[src/rtl/sweep_sequencer.sv]
// Frequency-sweep controller: walks phase_step from start toward stop in delta
// increments, dwelling a programmed number of sample ticks per step.
module sweep_sequencer #(
   parameter int STEP_W  = 32,
   parameter int DWELL_W = 16
) (
   input  logic               clk,
   input  logic               rst_n,
   input  logic               cfg_valid,
   output logic               cfg_ready,
   input  logic [STEP_W-1:0]  cfg_start,
   input  logic [STEP_W-1:0]  cfg_stop,
   input  logic [STEP_W-1:0]  cfg_delta,
   input  logic [DWELL_W-1:0] cfg_dwell,
   input  logic [1:0]         cfg_mode,
   input  logic               abort,
   input  logic               sample_tick,
   output logic [STEP_W-1:0]  phase_step,
   output logic               gen_en,
   output logic               busy,
   output logic               done
);

   // Config handshake: a transfer happens in any cycle with cfg_valid && cfg_ready;
   // cfg_ready is only offered while idle and not aborting.

   typedef enum logic {
      IDLE = 1'b0,
      RUN  = 1'b1
   } state_t;

   localparam logic [DWELL_W-1:0] DWELL_ONE = {{(DWELL_W-1){1'b0}}, 1'b1};

   state_t               state_q, state_d;
   logic [STEP_W-1:0]    phase_q, phase_d;
   logic [STEP_W-1:0]    start_q, start_d;
   logic [STEP_W-1:0]    stop_q, stop_d;
   logic [STEP_W-1:0]    delta_q, delta_d;
   logic [STEP_W-1:0]    target_q, target_d;
   logic [DWELL_W-1:0]   dwell_q, dwell_d;
   logic [DWELL_W-1:0]   cnt_q, cnt_d;
   logic [1:0]           mode_q, mode_d;
   logic                 dir_q, dir_d;      // 1 = counting down
   logic                 done_q, done_d;

   logic                 accept;
   logic [DWELL_W-1:0]   dwell_eff;
   logic [STEP_W-1:0]    pong_target;

   // One step toward target, computed one bit wider so a carry or borrow
   // clamps to target instead of wrapping.
   function automatic logic [STEP_W-1:0] advance(
      input logic [STEP_W-1:0] cur,
      input logic [STEP_W-1:0] dlt,
      input logic              down,
      input logic [STEP_W-1:0] tgt
   );
      logic [STEP_W:0] wide;
      logic [STEP_W-1:0] res;
      res = tgt;
      if (dlt != '0) begin
         if (!down) begin
            wide = {1'b0, cur} + {1'b0, dlt};
            if (!wide[STEP_W] && (wide[STEP_W-1:0] <= tgt)) res = wide[STEP_W-1:0];
         end else begin
            wide = {1'b0, cur} - {1'b0, dlt};
            if (!wide[STEP_W] && (wide[STEP_W-1:0] >= tgt)) res = wide[STEP_W-1:0];
         end
      end
      return res;
   endfunction

   assign accept      = cfg_valid && cfg_ready;
   assign dwell_eff   = (dwell_q == '0) ? DWELL_ONE : dwell_q;
   assign pong_target = (target_q == stop_q) ? start_q : stop_q;

   always_ff @(posedge clk or negedge rst_n) begin
      if (!rst_n) begin
         state_q  <= IDLE;
         phase_q  <= '0;
         start_q  <= '0;
         stop_q   <= '0;
         delta_q  <= '0;
         target_q <= '0;
         dwell_q  <= '0;
         cnt_q    <= '0;
         mode_q   <= '0;
         dir_q    <= 1'b0;
         done_q   <= 1'b0;
      end else begin
         state_q  <= state_d;
         phase_q  <= phase_d;
         start_q  <= start_d;
         stop_q   <= stop_d;
         delta_q  <= delta_d;
         target_q <= target_d;
         dwell_q  <= dwell_d;
         cnt_q    <= cnt_d;
         mode_q   <= mode_d;
         dir_q    <= dir_d;
         done_q   <= done_d;
      end
   end

   always_comb begin
      state_d  = state_q;
      phase_d  = phase_q;
      start_d  = start_q;
      stop_d   = stop_q;
      delta_d  = delta_q;
      target_d = target_q;
      dwell_d  = dwell_q;
      cnt_d    = cnt_q;
      mode_d   = mode_q;
      dir_d    = dir_q;
      done_d   = 1'b0;
      if (abort) begin
         state_d = IDLE;
      end else begin
         unique case (state_q)
            IDLE: begin
               if (accept) begin
                  start_d  = cfg_start;
                  stop_d   = cfg_stop;
                  delta_d  = cfg_delta;
                  dwell_d  = cfg_dwell;
                  mode_d   = cfg_mode;
                  dir_d    = (cfg_stop < cfg_start);
                  target_d = cfg_stop;
                  phase_d  = cfg_start;
                  cnt_d    = (cfg_dwell == '0) ? DWELL_ONE : cfg_dwell;
                  state_d  = RUN;
               end
            end
            RUN: begin
               if (sample_tick) begin
                  if (cnt_q > DWELL_ONE) begin
                     cnt_d = cnt_q - DWELL_ONE;
                  end else begin
                     cnt_d = dwell_eff;
                     if (phase_q != target_q) begin
                        phase_d = advance(phase_q, delta_q, dir_q, target_q);
                     end else begin
                        unique case (mode_q)
                           2'd1: begin
                              phase_d  = start_q;
                              dir_d    = (stop_q < start_q);
                              target_d = stop_q;
                           end
                           2'd2: begin
                              dir_d    = ~dir_q;
                              target_d = pong_target;
                              phase_d  = advance(phase_q, delta_q, ~dir_q, pong_target);
                           end
                           default: begin
                              done_d  = 1'b1;
                              state_d = IDLE;
                           end
                        endcase
                     end
                  end
               end
            end
            default: state_d = IDLE;
         endcase
      end
   end

   always_comb begin
      cfg_ready  = (state_q == IDLE) && !abort;
      gen_en     = (state_q == RUN);
      busy       = (state_q != IDLE);
      done       = done_q;
      phase_step = phase_q;
   end

endmodule

[config.mk]
export PLATFORM = sky130hd
export DESIGN_NAME = sweep_sequencer
export DESIGN_NICKNAME = d
export VERILOG_FILES = /design/src/rtl/sweep_sequencer.sv
export SDC_FILE = /design/constraint.sdc
export NUM_CORES = 1
export LEC_CHECK = 0
export CAP_MARGIN = 20
export CORE_ASPECT_RATIO = 0.6
export CORE_MARGIN = 5
export CORE_UTILIZATION = 30
export CTS_CLUSTER_DIAMETER = 200
export CTS_CLUSTER_SIZE = 10
export DETAILED_ROUTE_END_ITERATION = 8
export HOLD_SLACK_MARGIN = 0.08
export MAX_ROUTING_LAYER = met4
export PLACE_DENSITY = 0.49
export SYNTH_ARGS = -nofsm -noshare
export SYNTH_HDL_FRONTEND = slang
export SYNTH_SLANG_ARGS = --single-unit
[constraint.sdc]
create_clock -name clk -period 12.3 [get_ports clk]
set_clock_uncertainty 0.15 [all_clocks]
set_input_delay 2.46 -clock clk [delete_from_list [all_inputs] [get_ports clk]]
set_output_delay 2.46 -clock clk [all_outputs]
set_load 0.03 [all_outputs]
==> results.ini <==
[finish]
fin_nets=3051
fill_cells=6985
syn_to_final_growth_pct=14.54
drive_gt1_frac=0.04432

[setup_path]
r2r-end=phase_step[13]$_DFFE_PN0P_
critPathMaxFanout=12
worst_r2r_startpoint=phase_step[0]$_DFFE_PN0P_
r2r_cells=23
startpoint=phase_step[0]$_DFFE_PN0P_
required_ns=12.53
crit_type=register to register
worst_setup_path_end_kind=register
cp.arrival_ns=8.19
r2r_slack_ns=4.33
start_kind=register

[timing]
slew_violations=0
period_needed_ns=7.966
rsz0062_at_grt=false
timing.fmax_mhz=125.5
hold_viol_final=0
tns_ns=0
finalCritPeriodShare=0.6476
tightest_slew_ns=1.266
slew_headroom=0.1484
setup_viol_count_final=0

[route]
drt_iter0_drc=2504
drc=0
wl_mm=96.40
met3_length_mm=8.089
dr_wl_met2_mm=38.17
vias=20917
dr.pass1.iters=6
drtAntennaViolNets=0
drt-met1-wl_mm=48.55
routed.top_layer=met4
viasPerCell=5.833
wl_per_cell_um=26.88

[global_routing]
grt_max_degree=88
track_usage=0.2628
grt_pass1_vias=19726
antenna_found_initial=2
gr-total-overflow=0
grt_pass1_wl_mm=139.5

[clock_network]
h-tree-depth=4
clock_sinks=197
cts_tree=done
cts_resized=0
clock_path_buffers=2
post_cts_buffers=0
hold_buffers=0
clock_latency_ns=0.51
root_buffer=clkbuf_16
cts_buffers=17
clk_pin_slew_ns=0.09

[synthesis]
syn_avg_cell_area_um2=7.784
synth_nets=2989
synthFlopType=dfrtp_1
yosysWarnings=0
syn_inst=2610
ys_ff_latch=197
synth_edf_count=0
async_flop_share=1.000
synth_area_um2=20320
synth.distinct_cells=95
ys_seq_area_frac=0.2427

[pwr]
peakVddDrop_mv=0.1335
power_w=0.005751
pwr_density_cell_nw_per_um2=247.2
leakage_nw=10.12

[floorplan]
core-area_um2=66680
die-area_um2=73190
die_h_um=211.6
start_util=0.3047
rows=73
io_pins=155
die_x_um=346.0

[status]
status=complete, no violations

[worst_hold_path]
worstHoldStart=dwell_q[0]$_DFFE_PN0P_
min_to=dwell_q[0]$_DFFE_PN0P_
hold_class=register to register
hold_depth=2

[placement]
place_congestion=1.006
io_buffers=154
dp_hpwl_mm=75.85

[job]
maxCapViolCount=0

-- metal layers --
metal / GRT usage / vias to the layer above
met2: 0.3593 / 1024
met1: 0.4020 / 10237
met3: 0.04608 / 102
met5: - / -
li1: - / 9554
met4: 0.04822 / 0
-- report_power, final --
| part | switching [W] | internal, W |
|---|---|---|
| sequential | 0.000250 | 0.000773 |
| clock | 0.000342 | 0.000279 |
| combinational | 0.00275 | 0.00135 |
| total | 0.00335 | 0.00240 |
-- through the flow --
step	instance area [µm²]	setup slack (ns)	hold slack [ns]	std cells	util
2_1_floorplan	20320	6.603	0.2965	2610	-
3_3_place_gp	22640	4.764	0.3126	3551	0.3396
3_5_place_dp	22660	4.678	0.3193	3552	0.3398
4_1_cts	23250	4.649	0.3403	3584	0.3488
5_1_grt	23270	4.155	0.3597	3586	0.3490
6_report	23270	4.334	0.3439	3586	0.3490
-- registers in the layout, summed over array words and instances, names as in the netlist --
name        flops
dwell_q        16
cnt_q          16
busy            1
delta_q        32
mode_q          2
done            1
target_q       32
phase_step     32
dir_q           1
stop_q         32
start_q        32
-- worst max-delay path, cell delays in order (launching register included) --
cell and delay, ns:
dfrtp_1 0.49, ha_1 0.21, inv_1 0.06, fa_1 0.41
o21ba_1 0.24, or4_4 0.46, a21oi_2 0.28, nor3_2 0.11
o41ai_4 0.51, a41o_1 0.74, a21oi_1 0.18, xnor2_1 0.58
ha_1 0.34, nand4_1 0.12, nor2_1 0.24, nand4_1 0.18
o211ai_1 0.20, o21ai_1 0.13, or2_2 0.45, a211oi_4 0.53
buf_4 0.36, nor2_2 0.22, a221oi_1 0.47, o21ai_1 0.14
-- worst max path at each step --
stage	slack [ns]	endpoint
after global placement	4.76	phase_step[13]$_DFFE_PN0P_
after detailed placement	4.68	phase_step[13]$_DFFE_PN0P_
after CTS	4.65	phase_step[13]$_DFFE_PN0P_
final	4.33	phase_step[13]$_DFFE_PN0P_
after floorplan	6.60	cfg_ready
after global routing	4.16	phase_step[12]$_DFFE_PN0P_
-- synthesized netlist by cell type (16+ instances only) --
library cell  instances  area [µm²]
nand2_1             318        1194
ha_1                258        3228
a21oi_1             243        1216
nor2_1              215       807.0
dfrtp_1             197        4930
inv_1               188       705.7
o21ai_0             140       700.7
clkbuf_1             95       356.6
xnor2_1              90       788.3
nor3_1               60       300.3
a21o_1               54       405.4
a211oi_1             50       375.4
nand4_1              48       300.3
nand3_1              46       230.2
mux2i_1              45       450.4
nor4_1               45       281.5
xor2_1               42       367.9
buf_2                33       165.2
nand2b_1             31       193.9
o21ai_1              30       150.1
a22oi_1              27       202.7
o211ai_1             26       195.2
a221o_1              23       230.2
a221oi_1             19       166.4
o31ai_1              18       135.1
nor2b_1              16       100.1
-- placed cells by master (no fill, tap or decap), types with 48 or more instances in the layout --
cell type,synthesis,final
a21o_1,54,54
nand4_1,48,48
nor3_1,60,60
nor2_1,215,212
dfrtp_1,197,196
ha_1,258,257
a21oi_1,243,241
o21ai_0,140,140
inv_1,188,188
nand2_1,318,317
a211oi_1,50,50
xnor2_1,90,90
clkdlybuf4s50_1,0,153
-- logic make-up (layout without fill, tap and decap cells) --
logic type / Yosys count / in the layout / synth area share
and+or+nand+nor: 850 / 850 / 0.1947
AOI/OAI and AO/OA: 791 / 791 / 0.2558
buffers and inverters: 334 / 409 / 0.06633
adders and majority gates: 260 / 260 / 0.1609
DFF: 197 / 197 / 0.2427
xor gates and xnor gates: 132 / 132 / 0.05691
muxes: 46 / 46 / 0.02273
other: 0 / 1 / 0
-- layout make-up --
| cell class | instances | area (µm²) | share of cell area |
|---|---|---|---|
| multi-input cells | 2079 | 14110 | 0.6063 |
| flip-flops and latches | 197 | 4931 | 0.2119 |
| repair buffers | 185 | 1783 | 0.07662 |
| well taps | 900 | 1126 | 0.04839 |
| inverters | 192 | 720.7 | 0.03097 |
| clock buffers | 18 | 439.2 | 0.01887 |
| clock inverters | 14 | 158.9 | 0.006829 |
| diodes | 1 | 2.502 | 0.0001075 |
Note: power is estimated with default switching activity, not from simulation.
